$ cat src/rtl/seq_div_pkg.sv
// rtl/seq_div_pkg.sv - shared state encoding and constants for the sequential signed divider
package seq_div_pkg;

    typedef enum logic [2:0] {
        IDLE   = 3'd0,
        SETUP  = 3'd1,
        DIVIDE = 3'd2,
        FIXUP  = 3'd3,
        DONE   = 3'd4
    } div_state_t;

    localparam logic [7:0] Q_MAX = 8'h7F;
    localparam logic [7:0] Q_MIN = 8'h80;
    localparam int         ITER  = 16;
    localparam int         CNT_W = 5;

endpackage

$ cat src/rtl/div_restore_step.sv
// rtl/div_restore_step.sv - one combinational restoring-division step on unsigned magnitudes
module div_restore_step #(
    parameter int N = 8
) (
    input  logic [N:0] rem_in,
    input  logic       dvd_bit,
    input  logic [N:0] dvs_mag,
    output logic [N:0] rem_out,
    output logic       q_bit
);

    logic [N+1:0] trial;
    logic [N+1:0] diff;

    // rem_in < dvs_mag <= 2^(N-1), so the shifted trial always fits in N+1 bits
    always_comb begin
        trial   = {rem_in, dvd_bit};
        diff    = trial - {1'b0, dvs_mag};
        q_bit   = (trial >= {1'b0, dvs_mag});
        rem_out = q_bit ? diff[N:0] : trial[N:0];
    end

endmodule

$ cat src/rtl/seq_booth_divider.sv
// rtl/seq_booth_divider.sv - iterative signed 2N/N divider with saturation and divide-by-zero flag
module seq_booth_divider
    import seq_div_pkg::*;
#(
    parameter int N = 8
) (
    input  logic             clk,
    input  logic             rst_n,
    input  logic             in_valid,
    output logic             in_ready,
    input  logic [2*N-1:0]   dividend,
    input  logic [N-1:0]     divisor,
    output logic             out_valid,
    input  logic             out_ready,
    output logic [N-1:0]     quotient,
    output logic [N-1:0]     remainder,
    output logic             overflow,
    output logic             div_by_zero
);

    localparam logic [2*N-1:0] MAG_POS_MAX = (2*N)'(Q_MAX);
    localparam logic [2*N-1:0] MAG_NEG_MAX = (2*N)'(Q_MAX) + (2*N)'(1);

    div_state_t       state;
    logic [2*N-1:0]   dvd_r;
    logic [N-1:0]     dvs_r;
    logic             dvd_neg;
    logic             dvs_neg;
    logic             zero_r;
    logic [N:0]       rem_r;
    logic [N:0]       dvs_mag_r;
    logic [2*N-1:0]   qm_r;
    logic [CNT_W-1:0] cnt_r;

    logic [N:0]       rem_next;
    logic             q_bit;
    logic [N:0]       dvs_ext;
    logic [2*N-1:0]   dvd_mag;
    logic [N:0]       dvs_mag;
    logic             q_neg;
    logic             q_ovf;
    logic [N-1:0]     q_val;
    logic [N-1:0]     r_val;

    assign in_ready = (state == IDLE);

    // qm_r starts as |dividend| and shifts out MSB-first while quotient bits shift in
    div_restore_step #(.N(N)) u_step (
        .rem_in  (rem_r),
        .dvd_bit (qm_r[2*N-1]),
        .dvs_mag (dvs_mag_r),
        .rem_out (rem_next),
        .q_bit   (q_bit)
    );

    always_comb begin
        dvs_ext = {dvs_r[N-1], dvs_r};
        dvd_mag = dvd_neg ? (~dvd_r + (2*N)'(1)) : dvd_r;
        dvs_mag = dvs_neg ? (~dvs_ext + (N+1)'(1)) : dvs_ext;
        q_neg   = dvd_neg ^ dvs_neg;
        q_ovf   = q_neg ? (qm_r > MAG_NEG_MAX) : (qm_r > MAG_POS_MAX);
        q_val   = q_neg ? (~qm_r[N-1:0] + N'(1)) : qm_r[N-1:0];
        r_val   = dvd_neg ? (~rem_r[N-1:0] + N'(1)) : rem_r[N-1:0];
    end

    always_ff @(posedge clk or negedge rst_n) begin
        if (!rst_n) begin
            state       <= IDLE;
            dvd_r       <= '0;
            dvs_r       <= '0;
            dvd_neg     <= 1'b0;
            dvs_neg     <= 1'b0;
            zero_r      <= 1'b0;
            rem_r       <= '0;
            dvs_mag_r   <= '0;
            qm_r        <= '0;
            cnt_r       <= '0;
            out_valid   <= 1'b0;
            quotient    <= '0;
            remainder   <= '0;
            overflow    <= 1'b0;
            div_by_zero <= 1'b0;
        end else begin
            case (state)
                IDLE: begin
                    if (in_valid) begin
                        dvd_r   <= dividend;
                        dvs_r   <= divisor;
                        dvd_neg <= dividend[2*N-1];
                        dvs_neg <= divisor[N-1];
                        state   <= SETUP;
                    end
                end
                SETUP: begin
                    qm_r      <= dvd_mag;
                    dvs_mag_r <= dvs_mag;
                    rem_r     <= '0;
                    cnt_r     <= '0;
                    zero_r    <= (dvs_r == '0);
                    state     <= (dvs_r == '0) ? FIXUP : DIVIDE;
                end
                DIVIDE: begin
                    rem_r <= rem_next;
                    qm_r  <= {qm_r[2*N-2:0], q_bit};
                    cnt_r <= cnt_r + CNT_W'(1);
                    if (cnt_r == CNT_W'(ITER - 1)) begin
                        state <= FIXUP;
                    end
                end
                FIXUP: begin
                    if (zero_r) begin
                        quotient    <= '0;
                        remainder   <= dvd_r[N-1:0];
                        overflow    <= 1'b0;
                        div_by_zero <= 1'b1;
                    end else begin
                        quotient    <= q_ovf ? (q_neg ? Q_MIN : Q_MAX) : q_val;
                        remainder   <= r_val;
                        overflow    <= q_ovf;
                        div_by_zero <= 1'b0;
                    end
                    out_valid <= 1'b1;
                    state     <= DONE;
                end
                DONE: begin
                    if (out_ready) begin
                        out_valid <= 1'b0;
                        state     <= IDLE;
                    end
                end
                default: begin
                    out_valid <= 1'b0;
                    state     <= IDLE;
                end
            endcase
        end
    end

endmodule

$ cat config.mk
export PLATFORM = sky130hd
export DESIGN_NAME = seq_booth_divider
export DESIGN_NICKNAME = d
export VERILOG_FILES = /design/src/rtl/seq_div_pkg.sv /design/src/rtl/div_restore_step.sv /design/src/rtl/seq_booth_divider.sv
export SDC_FILE = /design/constraint.sdc
export NUM_CORES = 1
export LEC_CHECK = 0
export BUFFER_PORTS_ARGS = -buffer_cell sky130_fd_sc_hd__buf_2
export CAP_MARGIN = 25
export CELL_PAD_IN_SITES_DETAIL_PLACEMENT = 2
export CELL_PAD_IN_SITES_GLOBAL_PLACEMENT = 2
export CORE_ASPECT_RATIO = 0.75
export CORE_MARGIN = 3
export CORE_UTILIZATION = 40
export DETAILED_ROUTE_END_ITERATION = 16
export GPL_TIMING_DRIVEN = 0
export PLACE_DENSITY = 0.87
export RECOVER_POWER = 100
export SLEW_MARGIN = 20
export SYNTH_ARGS = -nofsm -noshare
export SYNTH_HDL_FRONTEND = slang
export SYNTH_SLANG_ARGS = --single-unit
$ cat constraint.sdc
create_clock -name clk -period 5.45 [get_ports clk]
set_clock_uncertainty 0.2 [all_clocks]
set_input_delay 0.8175 -clock clk [delete_from_list [all_inputs] [get_ports clk]]
set_output_delay 0.8175 -clock clk [all_outputs]
set_load 0.02 [all_outputs]
==> results of run 1 <==
## worst max-delay path: cells and delay by family, from the launching register on
kind	cells	cell delay (ns)
and+or+nand+nor	2	0.57
buffers and inverters	3	0.44
muxes	1	0.35
AOI/OAI and AO/OA	3	0.44
DFF	1	0.41
adders and majority gates	2	0.59
## registers in the layout, summed over array words and instances, names as in the netlist
| register | cells |
|---|---|
| div_by_zero | 1 |
| remainder | 8 |
| zero_r | 1 |
| dvd_r | 16 |
| out_valid | 1 |
| dvs_mag_r | 9 |
| overflow | 1 |
| state | 3 |
| cnt_r | 5 |
| dvs_r | 8 |
| rem_r | 9 |
| quotient | 8 |
| qm_r | 16 |
## power by group through the flow
stage | registers, mW | logic [mW] | clock network [mW]
after global routing | 1.28 | 2.48 | 0.720
after CTS | 1.23 | 2.27 | 0.695
after floorplan | 1.19 | 1.52 | 0
final | 1.24 | 2.23 | 0.681
after global placement | 1.21 | 2.04 | 0
after detailed placement | 1.24 | 2.20 | 0
## cell families (layout without fill, tap and decap cells)
kind of cell | Yosys count | in the layout | synth area share
AOI/OAI and AO/OA | 145 | 145 | 0.187
and+or+nand+nor | 144 | 144 | 0.137
DFF | 86 | 86 | 0.445
buffers and inverters | 52 | 114 | 0.0442
xor gates and xnor gates | 36 | 36 | 0.0652
muxes | 35 | 35 | 0.0779
adders and majority gates | 16 | 16 | 0.0429
## stage by stage
| step | util | hold WS [ns] |
|---|---|---|
| floorplan | - | 0.249 |
| global placement | 0.451 | 0.248 |
| detailed placement | 0.453 | 0.268 |
| CTS | 0.480 | 0.281 |
| global route | 0.475 | 0.324 |
| finish | 0.475 | 0.277 |
## synthesized netlist by cell type, drive strengths merged (2+ instances only)
library cell,n
and2,3
a31oi,4
nand4,5
mux2,21
nor3,10
a22o,7
a221o,2
a22oi,7
o41ai,3
a32o,2
xnor2,14
nor2,30
nor4,5
nand2b,7
nand3,7
o31ai,7
o22ai,7
inv,24
or3,7
nand2,66
buf,13
nor2b,2
a211oi,2
ha,15
o211ai,3
dfrtp,86
mux2i,14
o21ai,61
o21a,3
xor2,22
a21oi,27
clkbuf,14
## worst paths after layout
kind                               from           end  slack (ns)  cells after the start
min reg2reg                remainder[2]  remainder[2]        0.28                      2
min in group asynchronous         rst_n   quotient[0]        1.05                      1
max reg2reg                    qm_r[15]      rem_r[1]        2.28                     11
max                            qm_r[15]      rem_r[1]        2.28                     11
max in group asynchronous         rst_n      rem_r[4]        2.57                      1
min                        remainder[2]  remainder[2]        0.28                      2
## area by class of cell
class,instances,area (µm²),share of cell area
Sequential cell,86,2150,0.387
Clock buffer,11,253,0.0455
Buffer,27,104,0.0187
Tap cell,162,203,0.0365
Multi-Input combinational cell,376,2450,0.441
Inverter,25,93.8,0.0169
Clock inverter,3,68.8,0.0124
Timing Repair Buffer,48,229,0.0412
## cells in the final DEF, fill, tap and decap left out, types with 4 or more instances in the layout
cell / Yosys / routed
nand2b_1: 7 / 7
nand3_1: 7 / 7
nand4_1: 5 / 5
nor3_1: 9 / 10
xor2_1: 22 / 22
o22ai_1: 7 / 7
a31oi_1: 4 / 4
nand2_1: 65 / 66
o31ai_1: 6 / 6
inv_1: 24 / 24
buf_2: 9 / 28
a21oi_1: 26 / 26
nor2_1: 30 / 30
or3_1: 5 / 6
clkbuf_16: 0 / 9
dfrtp_1: 86 / 86
clkbuf_1: 14 / 45
a22oi_1: 7 / 7
mux2i_1: 14 / 14
mux2_2: 21 / 21
xnor2_1: 14 / 14
o21ai_0: 60 / 61
a22o_1: 7 / 7
ha_1: 15 / 15
nor4_1: 4 / 5
## layer usage
| metal | wire (µm) | track usage | up-vias |
|---|---|---|---|
| met5 | 0 | 0 | - |
| met4 | 195 | 0.0607 | 0 |
| met3 | 775 | 0.0511 | 16 |
| met2 | 8120 | 0.446 | 112 |
| met1 | 7510 | 0.338 | 2169 |
| li1 | - | - | 1929 |
==> results by group, run 1 <==
Floorplanning
  • Chip height: a little over 100 µm
  • Core Rows: 34
  • I/O Pins: 48
  • Core footprint: 11,700 µm²
  • Initial Util: 0.413
  • Die X: between 100 and 150 µm
  • Die outline area: roughly 13,000 µm²

Yosys
  • Yosys reg bits: 86
  • Seq/Total Area, Yosys: 0.445
  • YS warnings: 0
  • Synth Cell Area: 4840 µm²
  • Yosys top cell by area: dfrtp_1
  • Syn Area/Cell: about 9.4 µm²
  • Post-Synthesis Cells: approximately 500
  • Yosys top cell area share: 0.445
  • Unique masters post-synth: 55
  • Most used DFF post-synth: dfrtp_1
  • Number of flops mapped to enable cells by yosys: 0
  • Ys async rst share: 1.00
  • Synth top area cells: dfrtp_1, o21ai_0, nand2_1
  • Syn nets: around 560

Setup path
  • Critical Path Sink Type: flip-flop
  • Critical Path RT: 5.45 ns
  • CP max stage cell: fa_1
  • Critical path, cell by cell: inv_1 > ha_1 > inv_1 > fa_1 > nand3_1 > a21oi_1 > or3_1 > a21bo_1 > clkbuf_1 > mux2i_1 > o22ai_1
  • CP most frequent cell: inv_1
  • Critical path class: reg -> reg
  • Slowest stage delay, CP: roughly 0.43 ns
  • Worst Path Max Fanout: 9
  • CP Launch Type: flip-flop
  • Arrival time worst endpoint: 3.17 ns

CTS
  • Post-CTS setup repair buffer count: 0
  • Worst skew pair latency: approximately 0.34 ns
  • H-tree level count: 3
  • CTS tree: yes
  • Clock Pin Slew Worst Setup and Hold Paths: around 0.07 ns
  • Clock root cell: clkbuf_16
  • Clock Tree Buf Depth: 2
  • Post-CTS sizing: 0
  • Clock sink count: 86
  • # hold bufs at CTS: 0
  • Num CTS Buffers: 9

Final layout
  • Layout cells sized above 1: 0.118
  • Syn-to-layout area delta: 14.9%
  • Final std cells w/o fill: 738
  • Design area: between 5000 and 6000 µm²
  • Ant. Diodes: 0
  • Filler cells: roughly 1,300
  • Layout Nets: roughly 600

Timing
  • Unrepaired setup endpoints after global routing: no
  • Final setup viols: 0
  • Sum of negative setup slack: 0 ns
  • FMAX: between 0.3 and 0.4 GHz
  • Slew Limit Fails: 44
  • Minimum clock period: between 3 and 4 ns
  • Final hold viol count: 0
  • Period utilization: 0.581
  • Post-route setup slack: 2.28 ns
  • Pin slew with the least headroom to its limit: approximately 2.5 ns
  • Slew margin rel.: -0.673

Placement
  • Post-place setup slack: 2.66 ns
  • PortBufs: 47
  • Cell total after placement: between 700 and 800
  • DP Area: 5300 µm²
  • GP Congestion: between 0.8 and 0.9
  • Hpwl dp: 11,900 µm

Pwr
  • Pwr Total: around 4.1 mW
  • Internal: roughly 2.2 mW
  • Peak VDD IR: roughly 0.27 mV
  • Pleak: approximately 2.4 nW
  • Switch Pwr: between 1.5 and 2 mW
  • Sw frac: 0.479
  • PD cells: ~750 nW/µm²
  • Clock power frac: 0.164
  • Combinational share of power: 0.537
  • Flop pwr share: 0.299

Drt
  • Wirelength per Cell: roughly 22 µm
  • Post-Route WL: about 17,000 µm
  • DR pass1 iterations: 4
  • DR DRC count: 0
  • Antenna viol nets, final: 0
  • 1st-iter DRT viols: between 200 and 250
  • DR vias/cell: about 5.7
  • Via count: roughly 4,200

GRT
  • Antenna violations before repair: 0
  • Pin count of the biggest net entering global routing: 45
  • Global-route wire length before repair: ~27,000 µm
  • Vias in the first global route: around 4,700
  • GRT Total Usage: 0.258
  • Grt ovf: 0

Hold path
  • Worst min path class: reg -> reg

Outcome
  • Failing checks: max-capacitance violations, max-slew violations
  • Status: finished with violations

Flow run
  • Maxcap violations: 1
Power figures use the tool's default switching activity.
==> inputs of run 2 (changes only) <==
--- a/config.mk
+++ b/config.mk
@@ -11,10 +11,10 @@
 export CELL_PAD_IN_SITES_GLOBAL_PLACEMENT = 2
 export CORE_ASPECT_RATIO = 0.75
 export CORE_MARGIN = 3
-export CORE_UTILIZATION = 40
+export CORE_UTILIZATION = 34
 export DETAILED_ROUTE_END_ITERATION = 16
 export GPL_TIMING_DRIVEN = 0
-export PLACE_DENSITY = 0.87
+export PLACE_DENSITY = 0.78
 export RECOVER_POWER = 100
 export SLEW_MARGIN = 20
 export SYNTH_ARGS = -nofsm -noshare
==> constraint.sdc (replaced) <==
create_clock -name clk -period 2.9 [get_ports clk]
set_clock_uncertainty 0.2 [all_clocks]
set_input_delay 0.435 -clock clk [delete_from_list [all_inputs] [get_ports clk]]
set_output_delay 0.435 -clock clk [all_outputs]
set_load 0.02 [all_outputs]
==> results by group, run 2 (synthesis results as in run 1) <==
Floorplanning
  • Initial Util: 0.351
  • Chip height: between 100 and 150 µm
  • Die X: 144 µm
  • Core Rows: 37
  • Core footprint: about 14,000 µm²
  • Die outline area: 15,700 µm²
  • I/O Pins: between 40 and 50

Pwr
  • Peak VDD IR: approximately 0.5 mV
  • PD cells: between 1000 and 1500 nW/µm²
  • Pwr Total: 7.55 mW
  • Pleak: roughly 2.4 nW

Timing
  • Final hold viol count: 0
  • Period utilization: 0.942
  • Unrepaired setup endpoints after global routing: no
  • Final setup viols: 0
  • Sum of negative setup slack: 0 ns
  • FMAX: between 0.3 and 0.4 GHz
  • Pin slew with the least headroom to its limit: ~1.1 ns
  • Minimum clock period: 2.73 ns
  • Slew Limit Fails: 0
  • Slew margin rel.: 0.238

Final layout
  • Filler cells: 1,524
  • Most frequent cells in the layout: dfrtp_1, nand2_1, o21ai_0
  • Most common cell after layout, fill and taps aside: dfrtp_1
  • Reg area: roughly 2200 µm²
  • Final Util: 0.403
  • Top Registers: dvd_r (16), qm_r (16)
  • Multi-input logic area: between 2000 and 2500 µm²
  • Layout cells sized above 1: 0.132
  • Ant. Diodes: 0
  • Syn-to-layout area delta: 14.8%
  • Layout Nets: a little over 600

CTS
  • Worst skew pair latency: ~0.34 ns
  • Clock Tree Buf Depth: 2
  • Clock root cell: clkbuf_16
  • H-tree level count: 3
  • Clock Pin Slew Worst Setup and Hold Paths: 0.06 ns
  • Post-CTS setup repair buffer count: 0
  • Clock sink count: between 80 and 90
  • Num CTS Buffers: 9
  • CTS tree: yes

Drt
  • Post-Route WL: 15,300 µm
  • DR vias/cell: 5.51
  • DR pass1 iterations: 4
  • Antenna viol nets, final: 0
  • 1st-iter DRT viols: 212
  • Wirelength per Cell: approximately 20 µm
  • DR DRC count: 0
  • Via count: about 4,100

Hold path
  • Worst Hold Depth: 3
  • Worst min path class: in -> reg

Setup path
  • Critical Path RT: roughly 2.9 ns
  • CP Launch Type: flip-flop
  • R2R cell count: 8
  • Flop2flop setup slack: 0.17 ns
  • Critical Path End: rem_r[3]
  • CP Launch Point: rem_r[4]
  • Critical path class: reg -> reg
  • Reg-to-Reg End: rem_r[3]
  • Reg2reg start: rem_r[4]
  • Arrival time worst endpoint: between 2 and 3 ns
  • Worst Path Max Fanout: 9
  • Critical Path Sink Type: flip-flop

GRT
  • Grt ovf: 0
  • Vias in the first global route: around 4,400
  • Global-route wire length before repair: approximately 25,000 µm
  • Pin count of the biggest net entering global routing: between 40 and 50
  • GRT Total Usage: 0.206
  • Antenna violations before repair: 0

Flow run
  • Maxcap violations: 0

Placement
  • PortBufs: 47
  • Hpwl dp: roughly 12,000 µm
  • GP Congestion: around 0.86

Outcome
  • Status: finished, final reports clean
==> run 2: cell types whose count changed in the layout (fill, tap and decap cells not counted), moves of 2 or more <==
cell        delta
clkbuf_2       +2
mux2i_2        +2
clkinvlp_4     +2
clkbuf_1       -4
buf_2          +2
mux2i_1        -2
clkbuf_8       -2
==> run 2: per-layer routing <==
metal,up-vias,GRT usage,part of all wire,wire (µm)
met2,73,0.317,0.45,6880
met5,-,0,0,0
met3,11,0.0346,0.049,749
li1,1937,-,-,-
met4,0,0.0437,0.0078,119
met1,2120,0.304,0.49,7510
==> run 2: timing repair <==
action,4_1_cts,5_1_grt
hold buffers,1,0
gates resized for setup,0,4
setup endpoints to repair,0,3
hold endpoints to repair,43,0
==> run 2: how the worst min path moves through the flow <==
| stage | startpoint | to | slack [ns] |
|---|---|---|---|
| floorplan | rst_n | cnt_r[0] | -0.06 |
| global placement | quotient[7] | quotient[7] | 0.25 |
| detailed placement | quotient[7] | quotient[7] | 0.26 |
| CTS | divisor[0] | dvs_r[0] | 0.09 |
| global route | divisor[6] | dvs_r[6] | 0.11 |
| finish | divisor[0] | dvs_r[0] | 0.10 |
==> run 2: power by group <==
group          leakage, nW  total (mW)  switching (mW)  internal, mW
registers             1.08        2.31           0.579          1.73
clock network        0.130        1.14           0.485         0.657
logic                 1.20        4.10            2.51          1.59
total                 2.41        7.55            3.57          3.98
==> run 2: layout make-up <==
| cell class | count | share of cell area |
|---|---|---|
| Sequential cell | 86 | 0.388 |
| Clock inverter | 4 | 0.00901 |
| Timing Repair Buffer | 49 | 0.0410 |
| Multi-Input combinational cell | 376 | 0.444 |
| Tap cell | 175 | 0.0394 |
| Inverter | 25 | 0.0169 |
| Buffer | 27 | 0.0207 |
| Clock buffer | 10 | 0.0412 |
==> run 2: stage by stage <==
stage          hold WS (ns)  setup slack (ns)  area, µm²  std cells
2_1_floorplan       -0.0606             0.411       4840        514
3_3_place_gp          0.246             0.238       5290        736
3_5_place_dp          0.258            0.0836       5320        737
4_1_cts              0.0949            0.0692       5610        752
5_1_grt               0.114            0.0120       5550        752
6_report              0.103             0.168       5550        752
==> run 2: critical path: stages (launching register included) <==
cell      delay [ns]
dfrtp_1         0.46
ha_1            0.41
nand4_1         0.17
nor2_1          0.08
a211oi_1        0.54
a21bo_1         0.29
buf_6           0.15
mux2i_2         0.20
o21ai_1         0.10
